==> src/rtl/uart_pkg.sv <==
// Shared UART definitions: transmit FSM states and line/parity encodings.
// Used by both the transmitter and the receiver.
package uart_pkg;

  typedef enum logic [2:0] {
    IDLE,
    START,
    DATA,
    PARITY,
    STOP
  } tx_state_t;

  localparam logic PARITY_EVEN = 1'b0;
  localparam logic PARITY_ODD  = 1'b1;
  localparam logic IDLE_LEVEL  = 1'b1;
  localparam logic START_LEVEL = 1'b0;

endpackage

==> src/rtl/uart_bit_timer.sv <==
// Counts 16x-baud strobes and flags the strobe that closes a bit period.
// bit_end is combinational from the strobe; clear holds the count at zero.
module uart_bit_timer #(
  parameter int OVERSAMPLE = 16
) (
  input  logic clk,
  input  logic rst,
  input  logic clear,
  input  logic bclkx16_en,
  output logic bit_end
);

  localparam int               CNT_W     = (OVERSAMPLE > 1) ? $clog2(OVERSAMPLE) : 1;
  localparam logic [CNT_W-1:0] LAST_TICK = CNT_W'(OVERSAMPLE - 1);

  logic [CNT_W-1:0] r_cnt;

  assign bit_end = bclkx16_en && (r_cnt == LAST_TICK);

  always_ff @(posedge clk or posedge rst) begin
    if (rst) begin
      r_cnt <= '0;
    end else if (clear || bit_end) begin
      r_cnt <= '0;
    end else if (bclkx16_en) begin
      r_cnt <= r_cnt + CNT_W'(1);
    end
  end

endmodule

==> src/rtl/uart_tx_frame.sv <==
// UART transmitter: start, DATA_WIDTH bits LSB first, parity, STOP_BITS stops; all outputs registered.
// Byte accepted on tx_valid && tx_ready; tx_ready stays low for the whole frame, so input is held off.
module uart_tx_frame #(
  parameter int DATA_WIDTH = 8,
  parameter int OVERSAMPLE = 16,
  parameter int STOP_BITS  = 1
) (
  input  logic                  clk,
  input  logic                  rst,
  input  logic                  bclkx16_en,
  input  logic                  tx_valid,
  input  logic [DATA_WIDTH-1:0] tx_data,
  input  logic                  parity,
  output logic                  tx_ready,
  output logic                  Tx,
  output logic                  tx_busy,
  output logic                  tx_done
);

  import uart_pkg::*;

  localparam int               IDX_W     = (DATA_WIDTH > 1) ? $clog2(DATA_WIDTH) : 1;
  localparam logic [IDX_W-1:0] LAST_IDX  = IDX_W'(DATA_WIDTH - 1);
  localparam logic             LAST_STOP = 1'(STOP_BITS - 1);

  tx_state_t             r_state, w_state_nxt;
  logic [DATA_WIDTH-1:0] r_shift, w_shift_nxt;
  logic [IDX_W-1:0]      r_bit_idx, w_bit_idx_nxt;
  logic                  r_stop_idx, w_stop_idx_nxt;
  logic                  r_par, w_par_nxt;
  logic                  r_tx, w_tx_nxt;
  logic                  r_done, w_done_nxt;
  logic                  w_timer_clr;
  logic                  w_bit_end;

  // Counter is parked in IDLE so every frame starts from tick zero.
  assign w_timer_clr = (r_state == IDLE);

  uart_bit_timer #(
    .OVERSAMPLE (OVERSAMPLE)
  ) u_bit_timer (
    .clk        (clk),
    .rst        (rst),
    .clear      (w_timer_clr),
    .bclkx16_en (bclkx16_en),
    .bit_end    (w_bit_end)
  );

  always_ff @(posedge clk or posedge rst) begin
    if (rst) begin
      r_state    <= IDLE;
      r_shift    <= '0;
      r_bit_idx  <= '0;
      r_stop_idx <= 1'b0;
      r_par      <= 1'b0;
      r_tx       <= IDLE_LEVEL;
      r_done     <= 1'b0;
    end else begin
      r_state    <= w_state_nxt;
      r_shift    <= w_shift_nxt;
      r_bit_idx  <= w_bit_idx_nxt;
      r_stop_idx <= w_stop_idx_nxt;
      r_par      <= w_par_nxt;
      r_tx       <= w_tx_nxt;
      r_done     <= w_done_nxt;
    end
  end

  always_comb begin
    w_state_nxt    = r_state;
    w_shift_nxt    = r_shift;
    w_bit_idx_nxt  = r_bit_idx;
    w_stop_idx_nxt = r_stop_idx;
    w_par_nxt      = r_par;
    case (r_state)
      IDLE: begin
        if (tx_valid) begin
          w_state_nxt    = START;
          w_shift_nxt    = tx_data;
          w_par_nxt      = (^tx_data) ^ parity;
          w_bit_idx_nxt  = '0;
          w_stop_idx_nxt = 1'b0;
        end
      end
      START: begin
        if (w_bit_end) w_state_nxt = DATA;
      end
      DATA: begin
        if (w_bit_end) begin
          if (r_bit_idx == LAST_IDX) begin
            w_state_nxt = PARITY;
          end else begin
            w_bit_idx_nxt = r_bit_idx + IDX_W'(1);
            w_shift_nxt   = r_shift >> 1;
          end
        end
      end
      PARITY: begin
        if (w_bit_end) w_state_nxt = STOP;
      end
      STOP: begin
        if (w_bit_end) begin
          if (r_stop_idx == LAST_STOP) w_state_nxt = IDLE;
          else                         w_stop_idx_nxt = r_stop_idx + 1'b1;
        end
      end
      default: w_state_nxt = IDLE;
    endcase
  end

  // Line level is decoded from the next state so Tx comes straight off a flop.
  always_comb begin
    w_done_nxt = (r_state == STOP) && (w_state_nxt == IDLE);
    case (w_state_nxt)
      START:   w_tx_nxt = START_LEVEL;
      DATA:    w_tx_nxt = w_shift_nxt[0];
      PARITY:  w_tx_nxt = w_par_nxt;
      default: w_tx_nxt = IDLE_LEVEL;
    endcase
  end

  assign Tx       = r_tx;
  assign tx_done  = r_done;
  assign tx_ready = (r_state == IDLE);
  assign tx_busy  = (r_state != IDLE);

endmodule

==> config.mk <==
export PLATFORM = sky130hd
export DESIGN_NAME = uart_tx_frame
export DESIGN_NICKNAME = d
export VERILOG_FILES = /design/src/rtl/uart_pkg.sv /design/src/rtl/uart_bit_timer.sv /design/src/rtl/uart_tx_frame.sv
export SDC_FILE = /design/constraint.sdc
export NUM_CORES = 1
export LEC_CHECK = 0
export CAP_MARGIN = 10
export CORE_ASPECT_RATIO = 0.6
export CORE_MARGIN = 4
export CORE_UTILIZATION = 47
export DETAILED_ROUTE_END_ITERATION = 7
export PLACE_DENSITY_LB_ADDON = 0.3
export SYNTH_ARGS = -nofsm -noshare
export SYNTH_HDL_FRONTEND = slang
export SYNTH_HIERARCHICAL = 1
export SYNTH_SLANG_ARGS = --single-unit
==> constraint.sdc <==
create_clock -name clk -period 2.01 [get_ports clk]
set_clock_uncertainty 0.15 [all_clocks]
set_input_delay 0.402 -clock clk [delete_from_list [all_inputs] [get_ports clk]]
set_output_delay 0.402 -clock clk [all_outputs]
set_load 0.01 [all_outputs]
* Yosys cells after proc, flatten, opt, wreduce, memory -nomap -nowiden *
Index checks and enable logic that the tools add are counted.

storage, ports and cells
  flip-flop bits (word level) = 22
  input port bits = 13
  output and inout port bits = 4

cells by class
  add/sub/neg operators = 3
  reduce and logical (&&, ||, !) cells = 12
  multiplexer cells = 25
  bitwise operators = 1
  equality and inequality tests = 13

operator list
  cell                 number
  $mux 3               10
  $mux 8               3
  $pmux 8 s2           1
  $pmux 3 s5           1
  $eq 3x2->1 const B   4
  $mux 4               2
  $reduce_xor 8->1     1
  $eq 3x1->1 const B   2
  $eq 3x3->1 const B   2
  $logic_not 3->1      2
  $pmux 3 s2           1
  $reduce_bool 2->1    3
  $mux 1               5
  $add 4x1->4 const B  1
  $eq 4x4->1 const B   1
  $ne 2x1->1 const B   2
  $ne 2x2->1 const B   2
  $reduce_and 4->1     1
  $add 3x1->3 const B  1
  $pmux 1 s3           1
  $reduce_and 3->1     1
  $reduce_bool 3->1    1
  $logic_and 1x1->1    2
  $pmux 1 s2           1
  other kinds (3)      3

* Depth between registers and ports, before layout *
  word-level depth = 6
  mapped depth = 8
  mapped depth without buffers = 7

* Cells and area by module *
The synthesis kept the hierarchy.

by module, submodules not included
  module          times used  cells each  area each (µm²)  sequential area each (µm²)
  uart_tx_frame   1           74          884.6            426.7
  uart_bit_timer  1           24          207.7            100.1

* Worst setup path after synthesis *
Ideal clock, no wire load.

  path kind = register to register
  start = register u_bit_timer.r_cnt[0]
  end = register r_shift[2]
  arrival time = 1.778 ns
  setup slack = -0.045 ns
  data required time = 1.733 ns
  setup time = 0.127 ns
  stages on the path, launching flop included = 9
  path buffers = 1
  cells stage by stage = dfrtp_1 -> ha_1 -> nand3_1 -> nor2_1 -> and3b_1 -> o21ai_0 -> buf_2 -> a222oi_1 -> inv_1

between the ends
  longest elaborated chain between the ends = 4

RTL lines
  item                               RTL line              source
  from (decl)                        uart_bit_timer.sv:16  logic [CNT_W-1:0] r_cnt;
  from (signal assigned)             uart_bit_timer.sv:26  r_cnt <= r_cnt + CNT_W'(1);
  $eq 4x4->1                         uart_bit_timer.sv:18  assign bit_end = bclkx16_en && (r_cnt == LAST_TICK);
  $logic_and 1x1->1                  uart_bit_timer.sv:18
  named net w_bit_end                uart_tx_frame.sv:34   logic w_bit_end;
  $ne 2x1->1 (no source line)        --
  $reduce_and 4->1 (no source line)  --
  to (signal assigned)               uart_tx_frame.sv:60   r_shift <= w_shift_nxt;
  to (decl)                          uart_tx_frame.sv:27   logic [DATA_WIDTH-1:0] r_shift, w_shift_nxt;

The timed path passes the listed nets, and every way through them passes these cells.
A chain may end at the register's enable or synchronous reset.

* Worst setup path after layout *
  start = register r_bit_idx[0]
  end = register r_shift[4]

between the ends
  longest elaborated chain between the ends = 3

RTL lines
  item                               RTL line             source
  from (decl)                        uart_tx_frame.sv:28  logic [IDX_W-1:0] r_bit_idx, w_bit_idx_nxt;
  from (signal assigned)             uart_tx_frame.sv:61  r_bit_idx <= w_bit_idx_nxt;
  $eq 3x3->1                         uart_tx_frame.sv:90  if (r_bit_idx == LAST_IDX) begin
  $ne 2x2->1 (no source line)        --
  $reduce_and 4->1 (no source line)  --

No other way between the ends.

==> metrics list <==
- During synthesis, Yosys emitted a total of 6 warnings.
- Final period utilization: 95.9%
- Chip Height: approximately 45 um
- TritonCTS built the clock tree.
* CP max FO: 5
- The final-report max-slew violation count came to 0.
* CORE AREA: ~2200 sq um
* Data required, critical path: roughly 2000 ps
- For this run, the post-layout net count is approximately 150.
- Type of the setup path with the least slack: flop to flop
- Place WS: -230 ps
- Entering global routing, the biggest net connects 18 pins.
* Clock transition at path regs: around 70 ps
- Largest stage delay on the critical path: roughly 400 ps
- In this run the cell area of the synthesized design comes to about 1100 sq um.
* Worst reg2reg startpoint: r_bit_idx[0]
* RePlAce Congestion: 0.766
- Summing all flip-flop and latch instances after layout gives ~530 sq um.
- Synth Instances: between 90 and 100
- Setup slack on the worst reg-to-reg path comes out at slightly above 80 ps.
* Post-synth top area cell: sky130_fd_sc_hd__dfrtp_1
- Detailed routing inserted a total of slightly above 800 vias.
* Count of inserted antenna diode cells: 0
- The via count of the first global-routing pass came to between 800 and 900.
* Starting density of the core: 50.1%
- Remaining antenna violation count after routing: 0
- Row cnt: 13
- Largest voltage drop on the vdd net: between 600 and 700 uV
- Synthesis-to-finish area growth: 30.2%
- Number of DRC violations after detailed routing: 0
* Placed cell count: between 150 and 200
- Average cell area after synthesis: 11.1 sq um
- Number of buffers inserted by port buffering: 16
- Accumulated negative setup slack: 0 ps
- The path class of the tightest hold or removal check is input port to asynchronous set/reset pin.
- Wire length of the first global-routing pass: just under 4000 um
* Largest buffer count on any clock path: 2
- In this run the post-CTS setup repair buffer count came out at 0.
* Cell-by-cell trace of the critical path: ha_1 > ha_1 > and3b_2 > o21ai_2 > buf_4 > a222oi_1 > inv_1
* Synth Net Count: between 100 and 150
- Worst slew slack as a fraction of its limit: ~77%
- In this run the count of I/O pins placed on the die edge is 17.
- Count of different cell masters after synthesis: 34
- TritonCTS buffer count: 3
- Using the TritonRoute via totals, the vias-per-cell ratio works out to 5.21.
- Type of destination of the critical path: flop
- Of the cells placed in the final design, the portion with a size suffix greater than 1 is a little over a quarter.
- The routed design has between 2000 and 2500 um of wire.
- For this design the static power due to leakage is approximately 0.69 nW.
- Clk_lat worst skew: between 200 and 300 ps
- The tightest hold path in the finished design has a slack of 191 ps.
- Among all stages on the critical path, the largest delay is contributed by sky130_fd_sc_hd__dfrtp_1.
* Max capacitance violation total: 0
- Power density of the placed cells: approximately 1000 nW/um^2
- Fillers: about 200
- Startpoint type of the worst setup path: flop
- For this run the aggregate overflow at the end of global routing stands at 0.
* Sequential cell area fraction in the yosys report: between 40% and 50%
* Flop and latch count out of synthesis: 21
- Synth top area share: 45.8%
* Number of DRC violations after detailed-routing iteration 0: 98
- By instance count, the cell type seen most on the critical path is sky130_fd_sc_hd__ha_1.
- Setup violations remaining at the end of the flow were counted as 0.
* Data arrival at the endpoint of the critical path: around 1900 ps
- Reg-to-reg critical path endpoint: r_shift[4]
- H-tree levels: 1
- The clock period could shrink to 1930 ps.
* Total die area: ~3200 sq um
* Worst Setup Slack, final: ~82 ps
- Count of TritonRoute iterations in the first routing pass: 5
* Result of the run: completed
- Number of cells on the worst reg-to-reg path: 7
- # clock sinks: 21
* Multi-input gate area in the final layout: 487 sq um
* Worst-Margin Slew: about 350 ps
- GRT Resource Usage Total: approximately 16%
* Die extent in x: about 70 um
- CTS root buf: sky130_fd_sc_hd__clkbuf_8
- For this run, the top clock speed supported by timing is about 0.52 GHz.
- Post-detailed-route wirelength per cell: 14.2 um
- Once detailed placement completed, the half-perimeter wirelength came to 1690 um.
* Post-route insts no fill: around 160
* Cell types occupying the most area after synthesis: sky130_fd_sc_hd__dfrtp_1, sky130_fd_sc_hd__a222oi_1, sky130_fd_sc_hd__inv_1
* Initial antenna violation count: 0
- The count of final hold-check violations was 0.
[per-stage QoR]
stage	cell area (sq um)	power [mW]	utilization, %
2_1_floorplan	1090	1.01	-
3_3_place_gp	1360	1.19	62.3
3_5_place_dp	1360	1.21	62.3
4_1_cts	1400	1.49	64.4
5_1_grt	1420	1.60	65.3
6_report	1420	1.49	65.3
[placed cells by master (no fill, tap or decap), types with 3 or more instances in the layout]
cell type / Yosys / final
sky130_fd_sc_hd__dfrtp_1: 20 / 20
sky130_fd_sc_hd__buf_4: 0 / 15
sky130_fd_sc_hd__clkdlybuf4s50_1: 0 / 14
sky130_fd_sc_hd__inv_1: 13 / 13
sky130_fd_sc_hd__a222oi_1: 7 / 7
sky130_fd_sc_hd__nand2_1: 5 / 5
sky130_fd_sc_hd__a21oi_1: 5 / 5
sky130_fd_sc_hd__xnor2_1: 5 / 5
sky130_fd_sc_hd__nor2_1: 5 / 4
sky130_fd_sc_hd__a31oi_1: 3 / 3
sky130_fd_sc_hd__ha_1: 3 / 3
sky130_fd_sc_hd__clkbuf_8: 1 / 3
[state kept, by name, indices dropped and copies added (netlist names)]
signal             flops
r_shift                8
u_bit_timer/r_cnt      4
r_bit_idx              3
r_state                3
Tx                     1
r_par                  1
tx_done                1
[cells by family after synthesis]
family | synth area share (%)
flip-flops | 48.2
AND/OR/NAND/NOR | 12.9
AO/OA/AOI/OAI | 16.0
buffers and inverters | 8.70
adder cells (fa/ha/maj) | 3.44
multiplexers | 2.98
XOR/XNOR | 7.67
[synthesized netlist by cell type (all sizes together)]
cell	instances
clkbuf	2
mux2	2
xnor3	1
or3	2
nand2	5
nand3b	1
dfrtp	20
a222oi	7
ha	3
o21ai	3
mux2i	1
and3b	1
and3	2
nand4b	1
nor2	5
buf	3
o31ai	1
dfstp	1
a21bo	1
xnor2	5
xor2	2
inv	13
a22o	3
a31oi	3
nor4b	1
and2	1
and2b	1
nand3	2
a21oi	5
[worst max path at each step]
stage | slack (ps) | to | depth (start not counted) | from
floorplan | 30 | r_shift[2] | 8 | u_bit_timer/r_cnt[0]
global placement | -190 | r_shift[4] | 8 | bclkx16_en
detailed placement | -230 | r_shift[2] | 8 | bclkx16_en
CTS | -3 | tx_ready | 3 | r_state[2]
global route | -0.1 | r_shift[3] | 7 | r_bit_idx[0]
finish | 80 | r_shift[4] | 7 | r_bit_idx[0]
[timing repair]
item	CTS	global route
resized for setup	4	6
hold buffers	0	0
setup endpoints to repair	2	10
cloned	0	1
pin swaps	0	4
[metal layers]
layer  vias to the layer above  global-route usage [%]  part of all wire, %
met5                         -                       0                    0
met1                       401                    22.1                   53
met3                         2                    5.56                  3.9
met2                        15                    24.9                   43
li1                        410                       -                    -
met4                         0                    3.44                 0.35
[cell type report]
cell class	instances	share of cell area, %
Clock buffer	4	3.17
Inverter	13	3.43
Multi-Input combinational cell	59	34.2
Sequential cell	21	37.0
Tap cell	30	2.64
Timing Repair Buffer	32	19.5
[report_power, final]
group | switching [mW] | total, mW | internal (mW)
clock network | 0.130 | 0.271 | 0.141
logic | 0.253 | 0.551 | 0.298
registers | 0.0928 | 0.670 | 0.577
[critical path, delay by kind of cell, from the launching register on]
kind / cells / cell delay [ps]
and+or+nand+nor: 1 / 260
buffers and inverters: 2 / 240
AOI/OAI and AO/OA: 2 / 380
DFF: 1 / 390
adders and majority gates: 2 / 400
Power figures use the tool's default switching activity.
